File: config.mk
export PLATFORM = sky130hd
export DESIGN_NAME = menu_ctrl
export DESIGN_NICKNAME = d
export VERILOG_FILES = /design/src/rtl/menu_ctrl.sv
export SDC_FILE = /design/constraint.sdc
export NUM_CORES = 1
export LEC_CHECK = 0
export CAP_MARGIN = 20
export CORE_MARGIN = 1
export CORE_UTILIZATION = 55
export CTS_BUF_LIST = sky130_fd_sc_hd__clkbuf_4 sky130_fd_sc_hd__clkbuf_8
export DETAILED_ROUTE_END_ITERATION = 8
export PLACE_DENSITY_LB_ADDON = 0.05
export SLEW_MARGIN = 10
export SYNTH_ARGS = -nofsm -noshare
export SYNTH_HDL_FRONTEND = slang
export SYNTH_SLANG_ARGS = --single-unit
File: constraint.sdc
create_clock -name sys_clk -period 5.65 [get_ports sys_clk]
set_input_delay 1.4125 -clock sys_clk [delete_from_list [all_inputs] [get_ports sys_clk]]
set_output_delay 1.4125 -clock sys_clk [all_outputs]
set_load 0.005 [all_outputs]
File: src/rtl/menu_ctrl.sv
// Game-selection controller: edge-detected buttons drive a MENU/SPEED/PLAY FSM with registered selects.
// Optional idle timeout back to MENU is built when MENU_IDLE_TIMEOUT_EN is defined.
module menu_ctrl #(
  parameter int CLK_HZ     = 100_000_000,
  parameter int IDLE_SEC   = 30,
  parameter int N_GAMES    = 2,
  parameter int SPEED_INIT = 4
) (
  input  logic       sys_clk,
  input  logic       sys_rst_n,
  input  logic       button_up,
  input  logic       button_down,
  input  logic       button_left,
  input  logic       button_right,
  input  logic       exit,
  output logic [1:0] vgaMUX,
  output logic [1:0] choice,
  output logic [3:0] speedcontrol,
  output logic       game_active,
  output logic [1:0] state_dbg
);

  typedef enum logic [1:0] {MENU = 2'd0, SPEED = 2'd1, PLAY = 2'd2} state_t;

  localparam logic [1:0] LAST_GAME = 2'(N_GAMES - 1);
  localparam logic [3:0] SPEED_RST = 4'(SPEED_INIT);

  state_t     state, state_n;
  logic [1:0] cursor, cursor_n;
  logic [3:0] speed, speed_n;
  logic       acted;

  // Bit order {exit, left, right, up, down}. Both stages reset high so a
  // button held through reset is not seen as a press.
  logic [4:0] btn_s, btn_q, press;

  always_ff @(posedge sys_clk or negedge sys_rst_n) begin
    if (!sys_rst_n) begin
      btn_s <= '1;
      btn_q <= '1;
    end else begin
      btn_s <= {exit, button_left, button_right, button_up, button_down};
      btn_q <= btn_s;
    end
  end

  assign press = btn_s & ~btn_q;

`ifdef MENU_IDLE_TIMEOUT_EN
  localparam int PW = $clog2(CLK_HZ);
  localparam int IW = $clog2(IDLE_SEC + 1);

  logic [PW-1:0] pre_cnt;
  logic [IW-1:0] idle_cnt, idle_cnt_n;
  logic          tick, timeout;

  assign tick    = (pre_cnt == PW'(CLK_HZ - 1));
  assign timeout = (idle_cnt >= IW'(IDLE_SEC));

  always_ff @(posedge sys_clk or negedge sys_rst_n) begin
    if (!sys_rst_n) begin
      pre_cnt  <= '0;
      idle_cnt <= '0;
    end else begin
      pre_cnt  <= tick ? '0 : pre_cnt + PW'(1);
      idle_cnt <= idle_cnt_n;
    end
  end
`endif

  always_comb begin
    state_n  = state;
    cursor_n = cursor;
    speed_n  = speed;
    acted    = 1'b0;
    unique case (state)
      MENU: begin
        // exit and left are not meaningful here, so they do not mask lower presses.
        if (press[2]) begin
          state_n = SPEED;
          acted   = 1'b1;
        end else if (press[1]) begin
          cursor_n = (cursor == 2'd0) ? LAST_GAME : cursor - 2'd1;
          acted    = 1'b1;
        end else if (press[0]) begin
          cursor_n = (cursor == LAST_GAME) ? 2'd0 : cursor + 2'd1;
          acted    = 1'b1;
        end
      end
      SPEED: begin
        if (press[4] || press[3]) begin
          state_n = MENU;
          acted   = 1'b1;
        end else if (press[2]) begin
          state_n = PLAY;
          acted   = 1'b1;
        end else if (press[1]) begin
          speed_n = (speed == 4'd15) ? speed : speed + 4'd1;
          acted   = 1'b1;
        end else if (press[0]) begin
          speed_n = (speed <= 4'd1) ? 4'd1 : speed - 4'd1;
          acted   = 1'b1;
        end
      end
      PLAY: begin
        if (press[4]) begin
          state_n = MENU;
          acted   = 1'b1;
        end
      end
      default: state_n = MENU;
    endcase

`ifdef MENU_IDLE_TIMEOUT_EN
    if (!acted && timeout && state != PLAY) begin
      state_n  = MENU;
      cursor_n = 2'd0;
    end
    idle_cnt_n = idle_cnt;
    if (acted || timeout || state == PLAY || state_n != state)
      idle_cnt_n = '0;
    else if (tick)
      idle_cnt_n = idle_cnt + IW'(1);
`endif
  end

  // Outputs are decoded from next-state values and registered alongside state.
  always_ff @(posedge sys_clk or negedge sys_rst_n) begin
    if (!sys_rst_n) begin
      state        <= MENU;
      cursor       <= 2'd0;
      speed        <= SPEED_RST;
      vgaMUX       <= 2'd0;
      choice       <= 2'd0;
      speedcontrol <= SPEED_RST;
      game_active  <= 1'b0;
    end else begin
      state        <= state_n;
      cursor       <= cursor_n;
      speed        <= speed_n;
      vgaMUX       <= (state_n == PLAY) ? cursor_n + 2'd1 : 2'd0;
      choice       <= (state_n == SPEED) ? 2'd3 : cursor_n;
      speedcontrol <= speed_n;
      game_active  <= (state_n == PLAY);
    end
  end

  assign state_dbg = state;

endmodule

### Yosys cells after proc, flatten, opt, wreduce, memory -nomap -nowiden

Cells that the tools add are included.

| word-level totals | value |
|---|---|
| ROM bits | 0 |
| latch bits | 0 |
| word-level logic and storage cells | 47 |
| memories kept | 0 |
| flip-flop bits (word level) | 23 |
| output and inout port bits | 11 |
| input bits | 7 |
| RAM bits | 0 |

| operators by class | value |
|---|---|
| add/sub/neg operators | 5 |
| multipliers | 0 |
| div/mod/pow operators | 0 |
| shifts and indexed selects | 0 |
| equal/unequal tests | 7 |
| bitwise logic cells | 4 |
| order comparisons | 1 |
| reduce and logical (&&, ||, !) cells | 5 |
| multiplexer cells | 17 |

Operators with widths:

| cell | number |
|---|---|
| $mux 2 | 12 |
| $mux 4 | 4 |
| $eq 2x1->1 const B | 3 |
| $pmux 2 s3 | 1 |
| $and 5x5->5 | 1 |
| $not 5->5 | 1 |
| $reduce_and 5->1 | 1 |
| $add 2x1->2 const B | 2 |
| $add 4x1->4 const B | 1 |
| $eq 2x2->1 const B | 2 |
| $eq 4x4->1 const B | 1 |
| $le 4x1->1 const B | 1 |
| $logic_not 2->1 | 2 |
| $sub 4x1->4 const B | 1 |
| $ne 2x2->1 const B | 1 |
| $not 1->1 | 2 |
| $reduce_bool 2->1 | 1 |
| $sub 2x1->2 const B | 1 |
| $logic_or 1x1->1 | 1 |

### Longest topological paths before layout

Gate-level depths: netlist of the first run.

| depth | value |
|---|---|
| depth in word-level cells | 8 |
| mapped depth | 6 |
| gate-level depth less buffers | 6 |

### Worst setup path before layout of the first run

No wires, ideal clock.

| timing | value |
|---|---|
| path kind | reg2out |
| start | register speed[2] (netlist name) |
| end | output speedcontrol[2] |
| data required time | 4238 ps |
| arrival time | 564 ps |
| cell stages (with the launch flop) | 1 |
| buffers on the path | 0 |
| slack | 3674 ps |
| cell sequence | dfstp_2 |

RTL lines:

| element | RTL line | text |
|---|---|---|
| to (decl) | 18 | `output logic [3:0] speedcontrol,` |

==> results of run 1 <==
## synthesized netlist by cell type, drive strengths merged, types with 3 or more instances
| cell type | number | area (um2) |
|---|---|---|
| dfrtp | 12 | 300 |
| dfstp | 11 | 289 |
| inv | 7 | 26.3 |
| nor2b | 7 | 51.3 |
| nor2 | 4 | 15.0 |
| ha | 3 | 37.5 |
| nand2 | 3 | 11.3 |
| o21ai | 3 | 15.0 |
## layout make-up
cell class / instances / area, um2
Clock buffer: 3 / 22.5
Clock inverter: 1 / 7.51
Fill cell: 130 / 472
Inverter: 7 / 26.3
Multi-Input combinational cell: 52 / 393
Sequential cell: 23 / 589
Tap cell: 25 / 31.3
Timing Repair Buffer: 18 / 185
## cell families (layout without fill, tap and decap cells)
family,after synthesis,in the layout,synth area share (%)
xor+xnor,2,2,1.73
mux,4,4,4.57
compound gates,14,14,9.63
flops,23,23,58.1
simple gates,29,29,19.1
fa+ha+maj,3,3,3.70
buf+inv,8,29,3.09
## metal layers
metal  vias to the layer above  routed length (um)  track usage (%)
met3                         5                  71             7.20
met2                        14                 732             29.6
met1                       312                 719             23.7
met5                         -                   0                0
met4                         0                  26             7.27
li1                        333                   -                -
## worst paths after layout
check	cells after the start	endpoint
max in group asynchronous	2	btn_q[2]$_DFF_PN1_
worst min-delay path	0	btn_q[0]$_DFF_PN1_
worst min register to register	0	btn_q[0]$_DFF_PN1_
worst max-delay path	1	speedcontrol[2]
min in group asynchronous	1	game_active$_DFF_PN0_
worst max register to register	4	speed[0]$_DFFE_PN0P_
## power groups by stage
stage | clock, W | sequential, W | combinational [W]
after floorplan | 0 | 0.000240 | 0.000106
after global placement | 0 | 0.000242 | 0.000174
after detailed placement | 0 | 0.000245 | 0.000178
after CTS | 0.0000801 | 0.000242 | 0.000179
after global routing | 0.0000855 | 0.000249 | 0.000201
final | 0.0000762 | 0.000242 | 0.000178
## flip-flops by register name (all words and copies together) (netlist names)
name / count
vgaMUX: 2
btn_s: 5
choice: 2
state_dbg: 2
btn_q: 5
cursor: 2
game_active: 1
speed: 4
## worst register-to-register path, cell delays in order, from the launching register on
cell and delay [ns]:
dfstp_2 0.55, nor2b_1 0.65, o21ai_1 0.30, nor3_4 0.33, mux2_4 0.33
## stage by stage
| step | power [W] | cells |
|---|---|---|
| 2_1_floorplan | 0.000346 | 83 |
| 3_3_place_gp | 0.000416 | 124 |
| 3_5_place_dp | 0.000423 | 124 |
| 4_1_cts | 0.000501 | 128 |
| 5_1_grt | 0.000535 | 129 |
| 6_report | 0.000496 | 129 |
==> impl_metrics.env, run 1 <==
export IMPL_status="finished, final reports clean"
export IMPL_grt_max_degree=24
export IMPL_synth_warnings=0
export IMPL_seqPwrFrac_pct=48.7
export IMPL_fp_coreArea_um2=1730
export IMPL_initial_utilization_pct=58.7
export IMPL_power_switching_w=0.000161
export IMPL_post_place_ws_ns=3.03
export IMPL_cap_violations=0
export IMPL_hold_buffers=0
export IMPL_routabilityCongestion=0.791
export IMPL_dr_pass1_iters=4
export IMPL_ctsResizeCount=0
export IMPL_drt_iter0_drc=1
export IMPL_antenna_found_initial=0
export IMPL_ys_ff_latch=23
export IMPL_synth_area_um2=1010
export IMPL_slowest_delay_ns=0.62
export IMPL_yosysUniqueCellTypes=37
export IMPL_crit_family="flip-flops"
export IMPL_drive_gt1_share_pct=21.2
export IMPL_layout_commonest_cell="clkdlybuf4s50_1"
export IMPL_max_slew_worst_pin_slew_ns=0.803
export IMPL_stdcell_area_um2=1250
export IMPL_io_pins=18
export IMPL_internal_power_w=0.000336
export IMPL_whs_ns=0.373
export IMPL_ys_flop_type="dfrtp_1"
export IMPL_clockBufferDepth=2
export IMPL_die_h_um=44.9
export IMPL_slew_violations=0
export IMPL_leakage_nw=0.537
export IMPL_clock_skew_ns=0.00220
export IMPL_syn_to_final_growth_pct=23.8
export IMPL_clockPowerShare_pct=15.3
export IMPL_crit_chain="clkdlybuf4s50_1"
export IMPL_timing_final_crit_share_pct=50.6
export IMPL_clkLatencyLatePin_ns=0.31
export IMPL_cp_buffers_inverters=1
export IMPL_hold_viol=0
export IMPL_dp_hpwl_um=1140
export IMPL_dpl_cell_area_um2=1210
export IMPL_synth_edff_count=0
export IMPL_ys_seq_area_share_pct=58.1
export IMPL_portBuffers=17
export IMPL_relSlewSlack_pct=46.3
export IMPL_setup_violations_final=0
export IMPL_clk_pin_slew_ns=0.12
export IMPL_cp_end_kind="primary output"
export IMPL_num_antenna_cells=0
export IMPL_core_rowCount=15
export IMPL_cts_made_buffers=3
export IMPL_ant_nets=0
export IMPL_clock_sinks=23
export IMPL_drc=0
export IMPL_min_delay_start="btn_s[0]$_DFF_PN1_"
export IMPL_grt_use_total_pct=18.9
export IMPL_grt_pass1_wl_um=2600
export IMPL_max_freq_mhz=350
export IMPL_r2r_start="btn_s[1]$_DFF_PN1_"
export IMPL_required_ns=4.24
export IMPL_nets=115
export IMPL_p_comb_share_pct=35.9
export IMPL_syn_area_per_cell_um2=12.2
export IMPL_min_period_ns=2.86
export IMPL_htree_levels=1
export IMPL_wirelength_um=1550
export IMPL_setup_tns_ns=0
export IMPL_cts_setup_buffers=0
export IMPL_path_max_fanout=9
export IMPL_startpoint_type="flop"
export IMPL_grt_pass1_vias=609
export IMPL_viasPerCell=5.15
export IMPL_finalWorstSetupSlack_ns=2.79
export IMPL_setup_worst_path_class="flop to primary output"
export IMPL_vias=664
export IMPL_synthArstFlopShare_pct=100
export IMPL_hold_class="flop to flop"
export IMPL_dieArea_um2=2020
export IMPL_cp_slowest_cell="dfstp_2"
export IMPL_clock_root_buffer="clkbuf_4"
export IMPL_drt_wirelength_per_cell_um=12.0
export IMPL_overflow=0
export IMPL_synth_fp_nets=93
export IMPL_crit_start="speed[2]$_DFFE_PN1P_"
export IMPL_cts_tree="yes"
export IMPL_p_per_area_nw_per_um2=396
export IMPL_final_core_util_pct=72.7
export IMPL_critical_path_arrival_ns=1.45
export IMPL_mostFrequentLayoutCells="17 x clkdlybuf4s50_1, 12 x dfrtp_1, 11 x dfstp_2, 7 x inv_1, 6 x nor2b_1"
export IMPL_rsz0062_at_grt="false"
export IMPL_die_w_um=44.9
export IMPL_syn_inst=83
export IMPL_vdd_ir_drop_worst_mv=0.232
export IMPL_switching_share_pct=32.4
export IMPL_worst_r2r_setup_slack_ns=3.41
No activity file was read; power rests on OpenSTA's default activity.
==> run 2: changes to the inputs <==
- CORE_UTILIZATION: 55 -> 48
- clock period: 5.65 -> 2.42 ns (I/O delays scaled with it)
==> impl_metrics.env, run 2 (synthesis gave the netlist of run 1 again) <==
export IMPL_clock_skew_ns=0.00748
export IMPL_clockBufferDepth=2
export IMPL_r2r_cells=4
export IMPL_r2r_start="btn_q[4]$_DFF_PN1_"
export IMPL_grt_pass1_vias=604
export IMPL_hold_buffers=0
export IMPL_vias=689
export IMPL_crit_chain="clkdlybuf4s50_1"
export IMPL_cp_buffers_inverters=1
export IMPL_hold_class="flop to flop"
export IMPL_p_comb_share_pct=36.2
export IMPL_dp_hpwl_um=1270
export IMPL_setup_worst_path_class="flop to primary output"
export IMPL_drive_gt1_share_pct=21.9
export IMPL_antenna_found_initial=0
export IMPL_min_period_ns=2.05
export IMPL_clkLatencyLatePin_ns=0.31
export IMPL_internal_power_w=0.000797
export IMPL_seqPwrFrac_pct=48.2
export IMPL_setup_violations_final=0
export IMPL_core_rowCount=16
export IMPL_dieArea_um2=2300
export IMPL_slew_violations=0
export IMPL_relSlewSlack_pct=74.3
export IMPL_max_slew_worst_pin_slew_ns=0.382
export IMPL_cts_setup_buffers=0
export IMPL_cp_end_kind="primary output"
export IMPL_cp_slowest_cell="dfstp_2"
export IMPL_cap_violations=0
export IMPL_grt_pass1_wl_um=2620
export IMPL_ant_nets=0
export IMPL_drt_wirelength_per_cell_um=12.9
export IMPL_fp_coreArea_um2=1980
export IMPL_die_h_um=48.0
export IMPL_rsz0062_at_grt="false"
export IMPL_p_per_area_nw_per_um2=940
export IMPL_drc=0
export IMPL_cp_depth=1
export IMPL_timing_final_crit_share_pct=84.7
export IMPL_total_power_w=0.00118
export IMPL_routabilityCongestion=0.886
export IMPL_min_delay_start="btn_s[0]$_DFF_PN1_"
export IMPL_crit_family="flip-flops"
export IMPL_overflow=0
export IMPL_nets=116
export IMPL_initial_utilization_pct=51.1
export IMPL_required_ns=1.81
export IMPL_clockPowerShare_pct=15.6
export IMPL_startpoint_type="flop"
export IMPL_status="finished, final reports clean"
export IMPL_switching_share_pct=32.6
export IMPL_top_regs="btn_q (5), btn_s (5), speed (4)"
export IMPL_layout_cells_non_filler=132
export IMPL_htree_levels=1
export IMPL_io_pins=18
export IMPL_met3_usage_pct=5.66
export IMPL_dr_pass1_iters=4
export IMPL_layout_commonest_cell="clkdlybuf4s50_1"
export IMPL_num_antenna_cells=0
export IMPL_clock_sinks=23
export IMPL_grt_use_total_pct=17.7
export IMPL_clock_root_buffer="clkbuf_4"
export IMPL_hold_end="btn_q[0]$_DFF_PN1_"
export IMPL_die_w_um=48.0
export IMPL_drt_iter0_drc=12
export IMPL_mostFrequentLayoutCells="17 x clkdlybuf4s50_1, 12 x dfrtp_1, 11 x dfstp_2, 7 x inv_1, 6 x nor2b_1"
export IMPL_setup_tns_ns=0
export IMPL_use_met1_pct=20.5
export IMPL_fillers=161
export IMPL_clk_pin_slew_ns=0.11
export IMPL_ctsResizeCount=0
export IMPL_dp_cells=128
export IMPL_use_met2_pct=28.9
export IMPL_r2r_end="speed[0]$_DFFE_PN0P_"
export IMPL_power_switching_w=0.000385
export IMPL_path_max_fanout=9
export IMPL_viasPerCell=5.22
export IMPL_worst_r2r_setup_slack_ns=0.54
export IMPL_vdd_ir_drop_worst_mv=0.576
export IMPL_syn_to_final_growth_pct=24.1
export IMPL_slowest_delay_ns=0.62
export IMPL_busiest_layer="met2"
export IMPL_hold_viol=0
export IMPL_cts_made_buffers=3
export IMPL_hold_path_depth=0
export IMPL_portBuffers=17
export IMPL_cts_tree="yes"
export IMPL_critical_path_arrival_ns=1.44
export IMPL_max_freq_mhz=488
export IMPL_leakage_nw=0.544
export IMPL_grt_max_degree=24
export IMPL_wirelength_um=1710
[run 2: changes by cell type in the layout (fill, tap and decap cells not counted), sizes merged]
cell / change
clkinvlp: -1
buf: +1
clkbuf: +1
[run 2: worst max path at each step]
stage / start / to / slack (ns)
final: speed[2]$_DFFE_PN1P_ / speedcontrol[2] / 0.37
after global routing: speed[2]$_DFFE_PN1P_ / speedcontrol[2] / 0.28
after CTS: speed[2]$_DFFE_PN1P_ / speedcontrol[2] / 0.34
after detailed placement: btn_q[4]$_DFF_PN1_ / speed[0]$_DFFE_PN0P_ / 0.56
after global placement: btn_q[4]$_DFF_PN1_ / speed[0]$_DFFE_PN0P_ / 0.59
after floorplan: btn_q[4]$_DFF_PN1_ / speed[0]$_DFFE_PN0P_ / 0.62
[run 2: power groups by stage]
stage	Combinational, W	Clock, W	Sequential [W]
2_1_floorplan	0.000247	0	0.000560
3_3_place_gp	0.000418	0	0.000572
3_5_place_dp	0.000430	0	0.000577
4_1_cts	0.000432	0.000199	0.000570
5_1_grt	0.000478	0.000208	0.000590
6_report	0.000428	0.000185	0.000569
[run 2: metal layers]
| layer | wire length (um) | share of wire, % | vias up |
|---|---|---|---|
| li1 | - | - | 333 |
| met1 | 773 | 45 | 340 |
| met2 | 858 | 50 | 14 |
| met3 | 61 | 3.6 | 2 |
| met4 | 13 | 0.76 | 0 |
| met5 | 0 | 0 | - |
[run 2: layout make-up]
class / count / area [um2] / area share [%]
Sequential cell: 23 / 589 / 46.9
Multi-Input combinational cell: 52 / 393 / 31.2
Timing Repair Buffer: 19 / 185 / 14.7
Tap cell: 27 / 33.8 / 2.69
Clock buffer: 4 / 30.0 / 2.39
Inverter: 7 / 26.3 / 2.09
[run 2: through the flow]
step	cell area [um2]	utilization, %	setup WS, ns	hold WS [ns]
finish	1260	63.4	0.371	0.370
global route	1260	63.4	0.278	0.378
global placement	1230	61.9	0.595	0.352
floorplan	1010	-	0.623	0.309
CTS	1260	63.4	0.342	0.372
detailed placement	1230	61.9	0.563	0.355
